<file path="config.mk">
export PLATFORM = sky130hd
export DESIGN_NAME = smc_rank_sum
export DESIGN_NICKNAME = d
export VERILOG_FILES = /design/src/rtl/smc_pkg.sv /design/src/rtl/smc_cas.sv /design/src/rtl/smc_rank_sum.sv
export SDC_FILE = /design/constraint.sdc
export NUM_CORES = 1
export LEC_CHECK = 0
export CORE_AREA = 2 2 146 134
export CTS_CLUSTER_DIAMETER = 40
export DETAILED_ROUTE_END_ITERATION = 8
export DIE_AREA = 0 0 148 136
export DONT_BUFFER_PORTS = 1
export GPL_ROUTABILITY_DRIVEN = 0
export GPL_TIMING_DRIVEN = 0
export MAX_ROUTING_LAYER = met4
export PLACE_DENSITY = 0.6
export SLEW_MARGIN = 20
export SYNTH_ARGS = -nofsm -noshare
export SYNTH_HDL_FRONTEND = slang
export SYNTH_SLANG_ARGS = --single-unit
</file>
<file path="constraint.sdc">
create_clock -name clk -period 13.36 [get_ports clk]
set_clock_uncertainty 0.2 [all_clocks]
set_input_delay 0.668 -clock clk [delete_from_list [all_inputs] [get_ports clk]]
set_output_delay 0.668 -clock clk [all_outputs]
set_load 0.05 [all_outputs]
</file>
<file path="src/rtl/smc_pkg.sv">
// smc_pkg: shared states, sizes, weights and mode bit positions for the SMC rank-sum path
package smc_pkg;
  typedef enum logic [1:0] {IDLE, SORT, SUM, DONE} state_t;
  localparam int SMC_N = 6;
  localparam int ID_W0 = 3;
  localparam int ID_W1 = 4;
  localparam int ID_W2 = 5;
  localparam int SORT_PASSES = 6;
  localparam int MODE_ID = 0;
  localparam int MODE_MAX = 1;
endpackage

</file>
<file path="src/rtl/smc_cas.sv">
// smc_cas: combinational compare-and-swap, lo gets the smaller operand
module smc_cas #(
  parameter int DW = 10
) (
  input  logic [DW-1:0] a,
  input  logic [DW-1:0] b,
  output logic [DW-1:0] lo,
  output logic [DW-1:0] hi
);
  logic swap;
  assign swap = a > b;
  assign lo = swap ? b : a;
  assign hi = swap ? a : b;
endmodule

</file>
<file path="src/rtl/smc_rank_sum.sv">
// smc_rank_sum: sorts six Id/gm values over six cycles and emits a weighted sum of the top or bottom three
module smc_rank_sum
  import smc_pkg::*;
#(
  parameter int DW = 10,
  parameter int OW = 14
) (
  input  logic              clk,
  input  logic              reset,
  input  logic              in_valid,
  output logic              in_ready,
  input  logic [1:0]        mode,
  input  logic [6*DW-1:0]   id_in,
  input  logic [6*DW-1:0]   gm_in,
  output logic              out_valid,
  input  logic              out_ready,
  output logic [OW-1:0]     out_data
);
  state_t state, state_nx;
  logic [DW-1:0] v [SMC_N];
  logic [DW-1:0] v_nx [SMC_N];
  logic [DW-1:0] ca [3];
  logic [DW-1:0] cb [3];
  logic [DW-1:0] lo [3];
  logic [DW-1:0] hi [3];
  logic [1:0] mode_q;
  logic [2:0] pass;
  logic odd;
  logic [DW-1:0] n0, n1, n2;
  logic [OW-1:0] sum;
  assign odd = pass[0];
  assign in_ready = state == IDLE;
  assign out_valid = state == DONE;
  always_comb begin
    ca[0] = v[0];
    cb[0] = v[1];
    ca[1] = odd ? v[1] : v[2];
    cb[1] = odd ? v[2] : v[3];
    ca[2] = odd ? v[3] : v[4];
    cb[2] = odd ? v[4] : v[5];
  end
  genvar i;
  for (i = 0; i < 3; i++) begin : g_cas
    smc_cas #(.DW(DW)) u_cas (.a(ca[i]), .b(cb[i]), .lo(lo[i]), .hi(hi[i]));
  end
  always_comb begin
    v_nx[0] = odd ? v[0]  : lo[0];
    v_nx[1] = odd ? lo[1] : hi[0];
    v_nx[2] = odd ? hi[1] : lo[1];
    v_nx[3] = odd ? lo[2] : hi[1];
    v_nx[4] = odd ? hi[2] : lo[2];
    v_nx[5] = odd ? v[5]  : hi[2];
  end
  always_comb begin
    n0 = mode_q[MODE_MAX] ? v[5] : v[0];
    n1 = mode_q[MODE_MAX] ? v[4] : v[1];
    n2 = mode_q[MODE_MAX] ? v[3] : v[2];
    sum = mode_q[MODE_ID]
        ? OW'(ID_W0) * OW'(n0) + OW'(ID_W1) * OW'(n1) + OW'(ID_W2) * OW'(n2)
        : OW'(n0) + OW'(n1) + OW'(n2);
  end
  always_comb begin
    state_nx = state;
    case (state)
      IDLE: state_nx = in_valid ? SORT : IDLE;
      SORT: state_nx = pass == 3'(SORT_PASSES - 1) ? SUM : SORT;
      SUM:  state_nx = DONE;
      DONE: state_nx = out_ready ? IDLE : DONE;
      default: state_nx = IDLE;
    endcase
  end
  always_ff @(posedge clk) begin
    if (reset) begin
      state <= IDLE;
      pass <= '0;
      mode_q <= '0;
      out_data <= '0;
      for (int k = 0; k < SMC_N; k++) v[k] <= '0;
    end else begin
      state <= state_nx;
      if (state == IDLE && in_valid) begin
        mode_q <= mode;
        pass <= '0;
        for (int k = 0; k < SMC_N; k++) v[k] <= mode[MODE_ID] ? id_in[k*DW +: DW] : gm_in[k*DW +: DW];
      end
      if (state == SORT) begin
        pass <= pass + 3'd1;
        for (int k = 0; k < SMC_N; k++) v[k] <= v_nx[k];
      end
      if (state == SUM) out_data <= sum;
    end
  end
endmodule

</file>
==> metrics.txt <==
status=finished clean; Setup TNS=0 ns; DR vias=7171; Critical Path Sink Type=flip-flop; initial drt markers=621; die height=136 microns; Hold Fails Final Rpt=0; Slew Limit Fails=0; first-pass GRT wire length=39700 microns; Root Buffer Master=clkbuf_16; Placed Cells=1168; RSZ-0062 raised after global routing=no; Setup WS post-layout=7.89 ns; drt first pass iters=5; Clock Tree Buf Depth=2; # hold bufs at CTS=0; relative slew slack=0.286; Yosys top cell area share=0.209; area post-placement=8920 sq um; Placeable Area=18700 sq um; worst vdd ir=0.000107 V; largest net degree at the start of global routing=33; top_reg_cell synth=edfxtp_1; die area=20100 sq um; Layout Utilization=0.491; Power Density=167 nW/um^2; Pleak=4.02 nW; Cell Rows=48; post-synthesis sequential area ratio=0.258; Detailed Place HPWL=20800 microns; min-delay worst type=in -> reg; Yosys top cell by area=edfxtp_1; Least-Margin Pin Slew=1.07 ns; DRC errors left=0; GRT Residual Overflow=0; Syn Inst Count=917; Syn Nets=1148; initial core utilization=0.459; Synth Register Bits=81; # clock sinks=81; CP Max Fanout=10; fraction of layout cells with a size suffix above 1=0.104; Die Wd=148 microns; Synth-to-Final Area Change=6.95%; Place WS=7.97 ns; H-tree depth=3; initial antenna violation count=0; Max Cap Viol=0; Tcrit/Tclk final=0.409; ys async rst share=0; CTS Buf Count=9; Setup crit start kind=flip-flop; CP Data Arrival Time=5.49 ns; n_diodes=0; final setup fails=0; min Tclk post-route=5.47 ns; number of synthesized flops with an enable pin=60; Worst EP required=13.38 ns; fin area=9200 sq um; Synth cell types=58; Synth Cell Area=8600 sq um; Post-Route WL=26300 microns; Post-CTS Setup Bufs=0; most area-consuming cells after synthesis=edfxtp_1 21%, mux2i_1 13%, ha_1 9.7%, fa_1 8.8%, mux2_2 8.1%; YS warnings=0; Nets=1160; Post-CTS Resized=0; PortBufs=0; highest clock rate=183 MHz; GRT Total Usage=0.271; Worst Path Class, Setup=reg -> reg; I/O pins=142; Final Non-Filler Cells=1184; clk slew on worst S/H paths=0.06 ns; Via density=6.06; Avg Cell Area, Syn=9.38 sq um; CTS tree=yes; Antenna Violating Nets Remaining=0; DR WL/cell=22.2 microns; vias in the first global route=6721; worst skew pair latency=0.36 ns
## per-stage QoR
step	hold slack, ns	power [mW]
final	0.268	1.54
after global placement	0.269	1.28
after CTS	0.255	1.54
after global routing	0.261	1.67
after detailed placement	0.279	1.28
after floorplan	0.257	1.07
## report_power, final
group | total [mW] | switching (mW) | internal, mW
Clock | 0.246 | 0.109 | 0.137
Sequential | 0.350 | 0.0424 | 0.308
Combinational | 0.941 | 0.539 | 0.402
## path summary, 6_finish.rpt
check | startpoint | cells past startpoint | end | slack [ns]
worst min-delay path | mode[1] | 2 | mode_q[1] | 0.27
worst max register to register | mode_q[1] | 15 | out_data[13] | 7.89
worst min register to register | pass[1] | 2 | pass[1] | 0.28
worst max-delay path | mode_q[1] | 15 | out_data[13] | 7.89
## placed cells by master (no fill, tap or decap), types with 12 or more instances in the layout
master / netlist / final
mux2i_1: 116 / 116
inv_1: 102 / 101
nor2_1: 85 / 85
ha_1: 67 / 67
mux2_2: 62 / 62
edfxtp_1: 60 / 60
a21oi_1: 42 / 42
nand2_1: 41 / 41
o21ai_0: 39 / 39
fa_1: 38 / 38
a211oi_1: 33 / 33
clkbuf_1: 28 / 31
dfxtp_1: 21 / 21
nor3_1: 17 / 17
buf_2: 15 / 15
a221o_1: 14 / 14
nand3_1: 12 / 12
## flip-flops by register name, indices dropped and copies added (netlist names)
register,cells
pass,3
v,60
state,2
out_data,14
mode_q,2
## synth_stat cells (all sizes together) (4+ instances only)
master  instances
mux2           62
buf            24
nor2           86
nor2b           5
clkbuf         28
and2            4
inv           102
nand4           4
a21o            8
ha             67
dfxtp          21
a21oi          42
a211oi         33
nand2          41
a221o          14
nor3           18
nand3          12
o221ai         10
o211ai          8
fa             38
o21ai          40
nand2b          5
xnor2          10
mux2i         116
edfxtp         60
o22ai           5
a311o           9
a31oi           7
and3            4
## critical path, cell delays in order (launching register included)
cell	delay, ns
dfxtp_1	0.31
clkbuf_1	0.20
buf_1	0.50
mux2_2	0.46
fa_1	0.54
inv_1	0.05
fa_1	0.46
fa_1	0.56
inv_1	0.07
ha_1	0.31
a211oi_1	0.36
o21ai_0	0.20
a31oi_1	0.30
o21ai_0	0.21
a2111oi_0	0.53
nor3_1	0.08
## cell type report
cell class,count,area [sq um]
tap,250,313
fill,1846,9540
buffer,52,225
inverter,103,387
clock buffer,13,262
clock inverter,3,16.3
timing repair buffer,1,7.51
sequential,81,2220
multi-input combinational,681,5770
## logic make-up after synthesis
| logic type | synth area share |
|---|---|
| buf+inv | 0.0711 |
| fa+ha+maj | 0.186 |
| xor+xnor | 0.0132 |
| compound gates | 0.159 |
| simple gates | 0.0967 |
| mux | 0.216 |
| flops | 0.258 |
## routing by layer
metal / track usage / part of all wire / up-vias
li1: - / - / 3366
met1: 0.383 / 0.46 / 3432
met2: 0.391 / 0.43 / 334
met3: 0.0550 / 0.079 / 39
met4: 0.0868 / 0.029 / 0
met5: - / 0 / -
Note: power is estimated with default switching activity, not from simulation.
